$ cat config.mk
export PLATFORM = sky130hd
export DESIGN_NAME = hazard_unit
export DESIGN_NICKNAME = d
export VERILOG_FILES = /design/src/rtl/hazard_unit.sv
export SDC_FILE = /design/constraint.sdc
export NUM_CORES = 1
export LEC_CHECK = 0
export ABC_AREA = 1
export ABC_CLOCK_PERIOD_IN_PS = 3200
export CELL_PAD_IN_SITES_DETAIL_PLACEMENT = 1
export CELL_PAD_IN_SITES_GLOBAL_PLACEMENT = 1
export CORE_MARGIN = 2
export CORE_UTILIZATION = 35
export DETAILED_ROUTE_END_ITERATION = 6
export MAX_ROUTING_LAYER = met4
export PLACE_DENSITY_LB_ADDON = 0.12
export SLEW_MARGIN = 5
export SYNTH_ARGS = -nofsm -noshare
export SYNTH_HDL_FRONTEND = slang
export SYNTH_SLANG_ARGS = --single-unit
$ cat constraint.sdc
create_clock -name clk -period 3.2 [get_ports clk]
set_input_delay 0.64 -clock clk [delete_from_list [all_inputs] [get_ports clk]]
set_output_delay 0.64 -clock clk [all_outputs]
set_load 0.03 [all_outputs]
$ cat src/rtl/hazard_unit.sv
// ============================================================================
//  Module   : hazard_unit
//  Purpose  : Stall/forward control for the 5-stage MIPS pipeline, with a
//             HI/LO busy tracker and a saturating stall-cycle counter.
//  Revision : 1.0  initial release
// ============================================================================
`default_nettype none

module hazard_unit #(
  parameter int AW       = 5,
  parameter int TW       = 2,
  parameter int MULT_LAT = 5,
  parameter int DIV_LAT  = 10,
  parameter int CW       = 4,
  parameter int SCW      = 32
) (
  input  logic           clk,
  input  logic           reset,
  input  logic [AW-1:0]  rs_d,
  input  logic [AW-1:0]  rt_d,
  input  logic [TW-1:0]  tuse_rs_d,
  input  logic [TW-1:0]  tuse_rt_d,
  input  logic           md_use_d,
  input  logic [AW-1:0]  rs_e,
  input  logic [AW-1:0]  rt_e,
  input  logic [AW-1:0]  a3_e,
  input  logic [TW-1:0]  tnew_e,
  input  logic           md_start_e,
  input  logic           md_div_e,
  input  logic [AW-1:0]  rt_m,
  input  logic [AW-1:0]  a3_m,
  input  logic [TW-1:0]  tnew_m,
  input  logic [AW-1:0]  a3_w,
  output logic           en_pc,
  output logic           en_d,
  output logic           flush_e,
  output logic [1:0]     fwd_rs_d,
  output logic [1:0]     fwd_rt_d,
  output logic [1:0]     fwd_rs_e,
  output logic [1:0]     fwd_rt_e,
  output logic [1:0]     fwd_rt_m,
  output logic           md_busy,
  output logic [SCW-1:0] stall_cnt
);

  localparam logic [CW-1:0] c_mult_lat = CW'(MULT_LAT);
  localparam logic [CW-1:0] c_div_lat  = CW'(DIV_LAT);

  localparam logic [1:0] c_sel_pipe = 2'd0;
  localparam logic [1:0] c_sel_e    = 2'd1;
  localparam logic [1:0] c_sel_m    = 2'd2;
  localparam logic [1:0] c_sel_w    = 2'd3;

  logic [CW-1:0]  r_md_cnt;
  logic [SCW-1:0] r_stall_cnt;
  logic           w_stall_rs;
  logic           w_stall_rt;
  logic           w_stall_md;
  logic           w_stall;

  // A producer blocks a consumer when its result arrives later than needed.
  function automatic logic src_hazard(
    input logic [AW-1:0] src,
    input logic [TW-1:0] tuse,
    input logic [AW-1:0] a3e,
    input logic [TW-1:0] tne,
    input logic [AW-1:0] a3m,
    input logic [TW-1:0] tnm
  );
    return (src != '0) &&
           (((a3e == src) && (tne > tuse)) || ((a3m == src) && (tnm > tuse)));
  endfunction

  function automatic logic [1:0] fwd_sel(
    input logic          use_e,
    input logic          use_m,
    input logic [AW-1:0] src,
    input logic [AW-1:0] a3e,
    input logic [TW-1:0] tne,
    input logic [AW-1:0] a3m,
    input logic [TW-1:0] tnm,
    input logic [AW-1:0] a3w
  );
    logic [1:0] sel;
    sel = c_sel_pipe;
    if (src != '0) begin
      if (use_e && (a3e == src) && (tne == '0))
        sel = c_sel_e;
      else if (use_m && (a3m == src) && (tnm == '0))
        sel = c_sel_m;
      else if (a3w == src)
        sel = c_sel_w;
    end
    return sel;
  endfunction

  always_comb begin
    w_stall_rs = src_hazard(rs_d, tuse_rs_d, a3_e, tnew_e, a3_m, tnew_m);
    w_stall_rt = src_hazard(rt_d, tuse_rt_d, a3_e, tnew_e, a3_m, tnew_m);
    w_stall_md = md_use_d & md_busy;
    w_stall    = w_stall_rs | w_stall_rt | w_stall_md;
  end

  assign en_pc   = ~w_stall;
  assign en_d    = ~w_stall;
  assign flush_e = w_stall;

  assign fwd_rs_d = fwd_sel(1'b1, 1'b1, rs_d, a3_e, tnew_e, a3_m, tnew_m, a3_w);
  assign fwd_rt_d = fwd_sel(1'b1, 1'b1, rt_d, a3_e, tnew_e, a3_m, tnew_m, a3_w);
  assign fwd_rs_e = fwd_sel(1'b0, 1'b1, rs_e, a3_e, tnew_e, a3_m, tnew_m, a3_w);
  assign fwd_rt_e = fwd_sel(1'b0, 1'b1, rt_e, a3_e, tnew_e, a3_m, tnew_m, a3_w);
  assign fwd_rt_m = fwd_sel(1'b0, 1'b0, rt_m, a3_e, tnew_e, a3_m, tnew_m, a3_w);

  // A start seen while the unit is still busy is dropped, not reloaded.
  always_ff @(posedge clk) begin
    if (reset)
      r_md_cnt <= '0;
    else if (md_start_e && (r_md_cnt == '0))
      r_md_cnt <= md_div_e ? c_div_lat : c_mult_lat;
    else if (r_md_cnt != '0)
      r_md_cnt <= r_md_cnt - CW'(1);
  end

  assign md_busy = md_start_e | (r_md_cnt != '0);

  always_ff @(posedge clk) begin
    if (reset)
      r_stall_cnt <= '0;
    else if (w_stall && (r_stall_cnt != '1))
      r_stall_cnt <= r_stall_cnt + SCW'(1);
  end

  assign stall_cnt = r_stall_cnt;

endmodule

`default_nettype wire

Word-level counts from Yosys, hierarchy flattened
Index checks and enable logic that the tools add are counted.

Register bits: 36. Logic and storage cells: 70. Input port bits: 53.

Bitwise operators: 5. Equal/unequal tests: 12. Add/sub/neg operators: 2. Mux-type cells: 19. Reduce and logical (&&, ||, !) cells: 26. $lt $le $gt $ge: 4.

Operator list (count): $eq A5 B5 Y1 (11); $add A32 B1 Y32 const B (1); $mux W2 (16); $ne A32 B32 Y1 const B (1); $reduce_bool A5 Y1 (5); $logic_and A1 B1 Y1 (14); $mux W4 (3); $gt A2 B2 Y1 (4); $logic_not A2 Y1 (2); $logic_not A4 Y1 (1); $reduce_bool A4 Y1 (1); $sub A4 B1 Y4 const B (1); $or A1 B1 Y1 (3); $logic_or A1 B1 Y1 (2); $reduce_bool A2 Y1 (1); $and A1 B1 Y1 (1); $not A1 Y1 (1).

Longest topological paths before layout
Word-level depth: 7. Gate-level depth with buffers: 14. Gate-level depth less buffers: 13.

Least setup slack after synthesis
Ideal clock, no wire load.

Path type: input port to output port. From: input port a3_w[0]. To: output port fwd_rt_m[1]. Required time: 2560 ps. Arrival: 2449 ps. Stages on the path: 5. Slack: 111 ps. Cell sequence: clkbuf_1 > xnor2_1 > nand2_1 > nor4_1 > buf_4.

Cells in the longest elaborated chain, start to end: 3.

RTL lines: start, declared (RTL line 33) `input logic [AW-1:0] a3_w,`; $eq A5 B5 Y1 (RTL line 91) `else if (a3w == src)`; $mux W2 (RTL line 91); $mux W2 (RTL line 86) `if (src != '0) begin`; end, declared (RTL line 41) `output logic [1:0] fwd_rt_m,`.

Every way passes these cells.

Worst setup path in the final report
From: input port tnew_m[1]. To: output port en_pc.

Cells in the longest elaborated chain, start to end: 7. Elaborated cells between the ends (all ways): 11.

RTL lines: start, declared (RTL line 32) `input logic [TW-1:0] tnew_m,`; $gt A2 B2 Y1 (RTL line 71) `(((a3e == src) && (tne > tuse)) || ((a3m == src) && (tnm > tuse)));`; $logic_and A1 B1 Y1 (RTL line 71); $logic_or A1 B1 Y1 (RTL line 71); $logic_and A1 B1 Y1 (RTL line 70) `return (src != '0) &&`; $or A1 B1 Y1 * (2 in a row) (RTL line 101) `w_stall = w_stall_rs | w_stall_rt | w_stall_md;`; $not A1 Y1 * (RTL line 104) `assign en_pc = ~w_stall;`; end, declared (RTL line 34) `output logic en_pc,`.

Mark *: on every way between the ends. The rest lies on a longest branch, timed or not.

==> impl_metrics.env <==
export IMPL_status="completed"
export IMPL_cts_sinks=36
export IMPL_dp_cells=758
export IMPL_fp_dieH_um=101
export IMPL_synth_avg_cell_area_um2=5.99
export IMPL_hp_start="stall_cnt[5]"
export IMPL_ys_seq_elements=36
export IMPL_stdcell_count=765
export IMPL_firstDrtPassIters=4
export IMPL_root_buffer="clkbuf_8"
export IMPL_cp_top_family="buffers and inverters"
export IMPL_ant_nets=0
export IMPL_die_w_um=101
export IMPL_grt_pass1_wl_um=18500
export IMPL_rr_worst_depth=10
export IMPL_ys_seq_area_frac=0.219
export IMPL_r2r_end="stall_cnt[31]"
export IMPL_worst_pin_slew_ns=0.626
export IMPL_port_buffers=98
export IMPL_core_area_um2=9200
export IMPL_yosysUniqueCellTypes=39
export IMPL_yosysWarnings=0
export IMPL_drc=0
export IMPL_post_route_period_util=0.951
export IMPL_slew_headroom=0.582
export IMPL_grt_pass1_vias=3889
export IMPL_synthCells=549
export IMPL_tns_ns=0
export IMPL_max_stage_delay_ns=0.42
export IMPL_rsz0062_at_grt="no"
export IMPL_period_needed_ns=3.04
export IMPL_path_class="in2out"
export IMPL_fillCellCount=1270
export IMPL_fp_row_count=35
export IMPL_worstPathCellList="clkdlybuf4s50_1 -> buf_4 -> ha_1 -> nand2_1 -> inv_1 -> a21oi_1 -> nand4_1 -> nand2_1 -> nand2_1 -> nand3_2 -> inv_1 -> buf_4"
export IMPL_fmax_ghz=0.328
export IMPL_netlist_area_um2=3290
export IMPL_met3_usage=0.0291
export IMPL_drt_iter0_markers=88
export IMPL_worst_path_buf_inv=5
export IMPL_cp_max_fo=3
export IMPL_dp_hpwl_um=8920
export IMPL_clockPowerShare=0.245
export IMPL_diodes=0
export IMPL_hold_buffers=0
export IMPL_swShare=0.372
export IMPL_vias=3900
export IMPL_hold_violations=0
export IMPL_vias_per_cell=5.10
export IMPL_synthTopCellsByCount="nand2_1, inv_1, nor2_1, nand3_1, a21oi_1"
export IMPL_cp_slowest_cell="clkdlybuf4s50_1"
export IMPL_htreeDepth=2
export IMPL_final_util=0.487
export IMPL_globalRoute_busiestLayer="met2"
export IMPL_seq_power_share=0.346
export IMPL_combPwrFrac=0.408
export IMPL_ys_flop_type="dfxtp_1"
export IMPL_synth_top_area_share=0.219
export IMPL_area_delta_synth_final_pct=36.1
export IMPL_maxSlewViolCount=0
export IMPL_start_util=0.358
export IMPL_antenna_found_initial=0
export IMPL_p_sw_w=0.000542
export IMPL_grt_max_degree=65
export IMPL_routedWlPerCell_um=14.5
export IMPL_synth_edf_count=0
export IMPL_worstHoldPathType="reg2reg"
export IMPL_grt_usage=0.228
export IMPL_worstPathRequired_ns=2.56
export IMPL_timing_rr_start="stall_cnt[0]"
export IMPL_worstSkewPairLatency_ns=0.29
export IMPL_timing_hold_ws_ns=0.543
export IMPL_place_congestion=0.894
export IMPL_drt_total_wl_um=11100
export IMPL_cp_data_arrival_time_ns=2.40
export IMPL_syn_nets=613
export IMPL_setup_viol=0
export IMPL_path_depth=12
export IMPL_clockBufferDepth=2
export IMPL_crit_path_end_kind="output pin"
export IMPL_global_route_overflow_total=0
export IMPL_numCtsBuffers=5
export IMPL_die_area_um2=10200
export IMPL_p_total_w=0.00146
export IMPL_worst_hold_path_endpoint="stall_cnt[5]"
export IMPL_async_reset_ff_frac=0
export IMPL_num_io_pins=99
export IMPL_drive_gt1_frac=0.0917
export IMPL_nNetsFinal=718
export IMPL_internal_power_w=0.000914
export IMPL_post_cts_buffers=0
export IMPL_cap_violations=0
export IMPL_p_per_area_nw_per_um2=325
export IMPL_gr_usage_met1=0.303
export IMPL_holdPathStages=2
export IMPL_synth_area_leaders="dfxtp_1, nand2_1, inv_1"
export IMPL_ir_drop_v=0.000211
export IMPL_yosys_area_top_type="dfxtp_1"
export IMPL_cts_tree="built"
export IMPL_ff2ff_setup_slack_ns=0.99
export IMPL_crit_path_start_kind="input pin"
export IMPL_synth_most_common_cell="nand2_1"
export IMPL_clk_pin_slew_ns=0.07
export IMPL_cp_common_cell="nand2_1"
export IMPL_grt_use_met2=0.381
export IMPL_p_leak_nw=2.11
export IMPL_skew_ns=0.00594
## layout by cell type (no fill, tap or decap), types with 2 or more instances in the layout
| master | n |
|---|---|
| or2_2 | 3 |
| a221oi_1 | 2 |
| dfxtp_1 | 36 |
| nand2_2 | 2 |
| nor2_1 | 77 |
| inv_1 | 80 |
| xnor2_1 | 9 |
| nand3_2 | 4 |
| o22ai_1 | 8 |
| nand3b_1 | 2 |
| a21oi_1 | 41 |
| clkdlybuf4s50_1 | 85 |
| nand2_1 | 123 |
| inv_2 | 5 |
| nor2_2 | 3 |
| nor3_1 | 11 |
| nor3b_1 | 3 |
| buf_4 | 30 |
| clkbuf_8 | 7 |
| nand3_1 | 54 |
| o21ai_0 | 6 |
| ha_1 | 11 |
| nor4_1 | 3 |
| nand4_1 | 17 |
| nor3_2 | 3 |
| xor2_1 | 15 |
## worst min-delay path, cell delays in order (launching register included)
cell and delay (ns):
dfxtp_1 0.33, a21oi_1 0.11, nor2_1 0.06
## sequential cells by signal, summed over array words and instances (netlist names)
signal and flops:
stall_cnt 32, r_md_cnt 4
## how the worst max path moves through the flow
stage | slack, ns | endpoint | from
finish | 0.16 | en_pc | tnew_m[1]
global route | 0.003 | fwd_rs_e[0] | tnew_m[0]
CTS | 0.14 | en_pc | tnew_m[1]
detailed placement | -0.06 | fwd_rs_e[0] | tnew_m[1]
global placement | 0.05 | fwd_rs_e[0] | tnew_m[1]
floorplan | 0.11 | fwd_rt_m[1] | a3_w[0]
## logic make-up (layout without fill, tap and decap cells)
family	Yosys count	after routing	synth area share
DFF	36	36	0.219
and+or+nand+nor	308	308	0.423
xor gates and xnor gates	24	24	0.0639
adders and majority gates	11	11	0.0418
buffers and inverters	103	208	0.137
AOI/OAI and AO/OA	67	67	0.116
## stage by stage
stage	instance area (um2)	setup WS [ns]
after CTS	4480	0.137
after detailed placement	4380	-0.0569
final	4480	0.155
after global routing	4480	0.00326
after floorplan	3290	0.111
after global placement	4380	0.0467
## final cells by class
class	instances	area (um2)	share of cell area
Multi-Input combinational cell	410	2120	0.473
Timing Repair Buffer	116	1080	0.242
Sequential cell	36	721	0.161
Inverter	85	319	0.0712
Tap cell	111	139	0.0310
Clock buffer	7	96.3	0.0215
## what timing repair did
item	CTS	global route
gates cloned	0	0
pin swaps	0	0
setup endpoints to repair	1	2
resized for setup	1	1
## power by group through the flow
stage	Combinational, W	Clock, W	Sequential (W)
after floorplan	0.000382	0	0.000526
after detailed placement	0.000597	0	0.000515
final	0.000595	0.000357	0.000504
after global placement	0.000569	0	0.000512
after CTS	0.000599	0.000365	0.000504
after global routing	0.000671	0.000390	0.000510
## routing by layer
layer	wire (um)	vias to the layer above
met5	0	-
met4	63	0
met3	370	9
met2	5270	78
met1	5380	1829
li1	-	1984
(Power assumes the default switching activity.)
==> RTL edit (same flow settings) <==
Put one more register stage on the output `stall_cnt`, without a reset. The value now appears one clock later. The other outputs are not delayed to match.
--- a/src/rtl/hazard_unit.sv
+++ b/src/rtl/hazard_unit.sv
@@ -130,7 +130,9 @@
       r_stall_cnt <= r_stall_cnt + SCW'(1);
   end
 
-  assign stall_cnt = r_stall_cnt;
+  always_ff @(posedge clk) begin
+    stall_cnt <= r_stall_cnt;
+  end
 
 endmodule
 
Formal check against the unedited RTL: not equivalent (a bounded check fails within 4 cycles, from zero or initial values and one cycle with reset high).
==> RTL edit against the unedited design <==
Hold slack lost 0.15 ns; largest power group is now the clock network; final area grew 22%; wire length grew 15%; largest cell class unchanged; highest routed layer unchanged; clock power grew to 3.1 times the old value; area after synthesis grew 22%; setup slack lost 0.022 ns; sequential cell count grew 32; total power grew 94%; non-clock buffer count shrank 7; clock skew shrank 0.0034 ns; utilization shrank 0.25 points.
==> RTL edit: results (changes against the unedited design) <==
[pwr]
ir_drop_mv=0.4117  ; was 0.2108 mV
cell_internal_pwr_mw=1.970  ; was 914.2 uW
p_leak_nw=2.504  ; was 2.109 nW
p_comb_frac=0.263  ; was 0.408
seq_cell_power_uw=982  ; was 504 uW

[yosys]
ys_top_cells_by_count=nand2_1, nor2_1, inv_1, dfxtp_1, nand3_1  ; was nand2_1, inv_1, nor2_1, nand3_1, a21oi_1
synth_cells=616  ; was 549
yosysSeqAreaShare=0.3388  ; was 0.2191
ys_top_cells_by_area=dfxtp_1, nand2_1, nor2_1  ; was dfxtp_1, nand2_1, inv_1

[detailed_routing]
dr_wl_met3_um=616  ; was 370 um
wl_mm=12.77  ; was 11.08 mm
met1_length_mm=5.823  ; was 5.375 mm
first_iter_violations=205  ; was 88
num_vias=4300  ; was 3,900

[setup_path]
r2r-end=r_stall_cnt[31]$_SDFFE_PP0P_  ; was stall_cnt[31]$_SDFFE_PP0P_
reg2reg_slack_ns=0.91  ; was 0.99 ns
crit_path_max_incr_delay_ns=0.55  ; was 0.42 ns

[timing]
max_slew_margin=0.6972  ; was 0.5824
finClkSkew_ns=0.002564  ; was 0.005941 ns
holdWs_ns=0.3892  ; was 0.5434 ns

[layout]
nets=784  ; was 718
layout-drive-gt1-share=0.08138  ; was 0.09174
nFillCells=1486  ; was 1,270

[place]
dp_hpwl_mm=10.19  ; was 8.916 mm
dp_slack_ns=-0.01289  ; was -0.05690 ns

[status]
status=finished clean  ; unchanged

[worst_hold_path]
hold_path_depth=0  ; was 2

[cts]
cts_htree_levels=3  ; was 2

-- RTL edit: worst max-delay path: cells and delay by family --
kind	cells	cell delay (ns)
AO/OA/AOI/OAI	3	0.39
buffers and inverters	4	1.01
AND/OR/NAND/NOR	2	0.38
-- RTL edit: kinds of logic after synthesis --
kind of cell / after synthesis / share of synthesized area
AOI/OAI and AO/OA: 62 / 0.09405
xor gates and xnor gates: 26 / 0.05668
adders and majority gates: 11 / 0.03426
buffers and inverters: 109 / 0.1124
DFF: 68 / 0.3388
and+or+nand+nor: 340 / 0.3637
-- RTL edit: area by class of cell --
| type | instances | area, um^2 | area share |
|---|---|---|---|
| Clock inverter | 3 | 67.56 | 0.01232 |
| Timing Repair Buffer | 109 | 1046 | 0.1907 |
| Sequential cell | 68 | 1361 | 0.2482 |
| Multi-Input combinational cell | 439 | 2211 | 0.4031 |
| Inverter | 93 | 349.1 | 0.06366 |
| Clock buffer | 13 | 270.3 | 0.04928 |
| Tap cell | 143 | 178.9 | 0.03263 |
-- RTL edit: how the worst max path moves through the flow --
stage / startpoint / slack [ns] / cells past startpoint / to
after floorplan: a3_w[0] / 0.36 / 5 / fwd_rt_m[1]
after global placement: rt_d[1] / -0.01 / 9 / fwd_rt_d[0]
after detailed placement: rt_d[1] / -0.01 / 9 / fwd_rt_d[0]
after CTS: rt_d[1] / 0.08 / 9 / fwd_rt_d[0]
after global routing: rt_d[4] / -0.03 / 9 / fwd_rt_d[0]
final: rt_d[4] / 0.13 / 9 / fwd_rt_d[0]
-- RTL edit: routing by layer --
| metal | track usage | vias to the layer above |
|---|---|---|
| met5 | - | - |
| met4 | 0.06091 | 0 |
| met3 | 0.05085 | 19 |
| met2 | 0.3534 | 86 |
| met1 | 0.2726 | 2026 |
| li1 | - | 2169 |
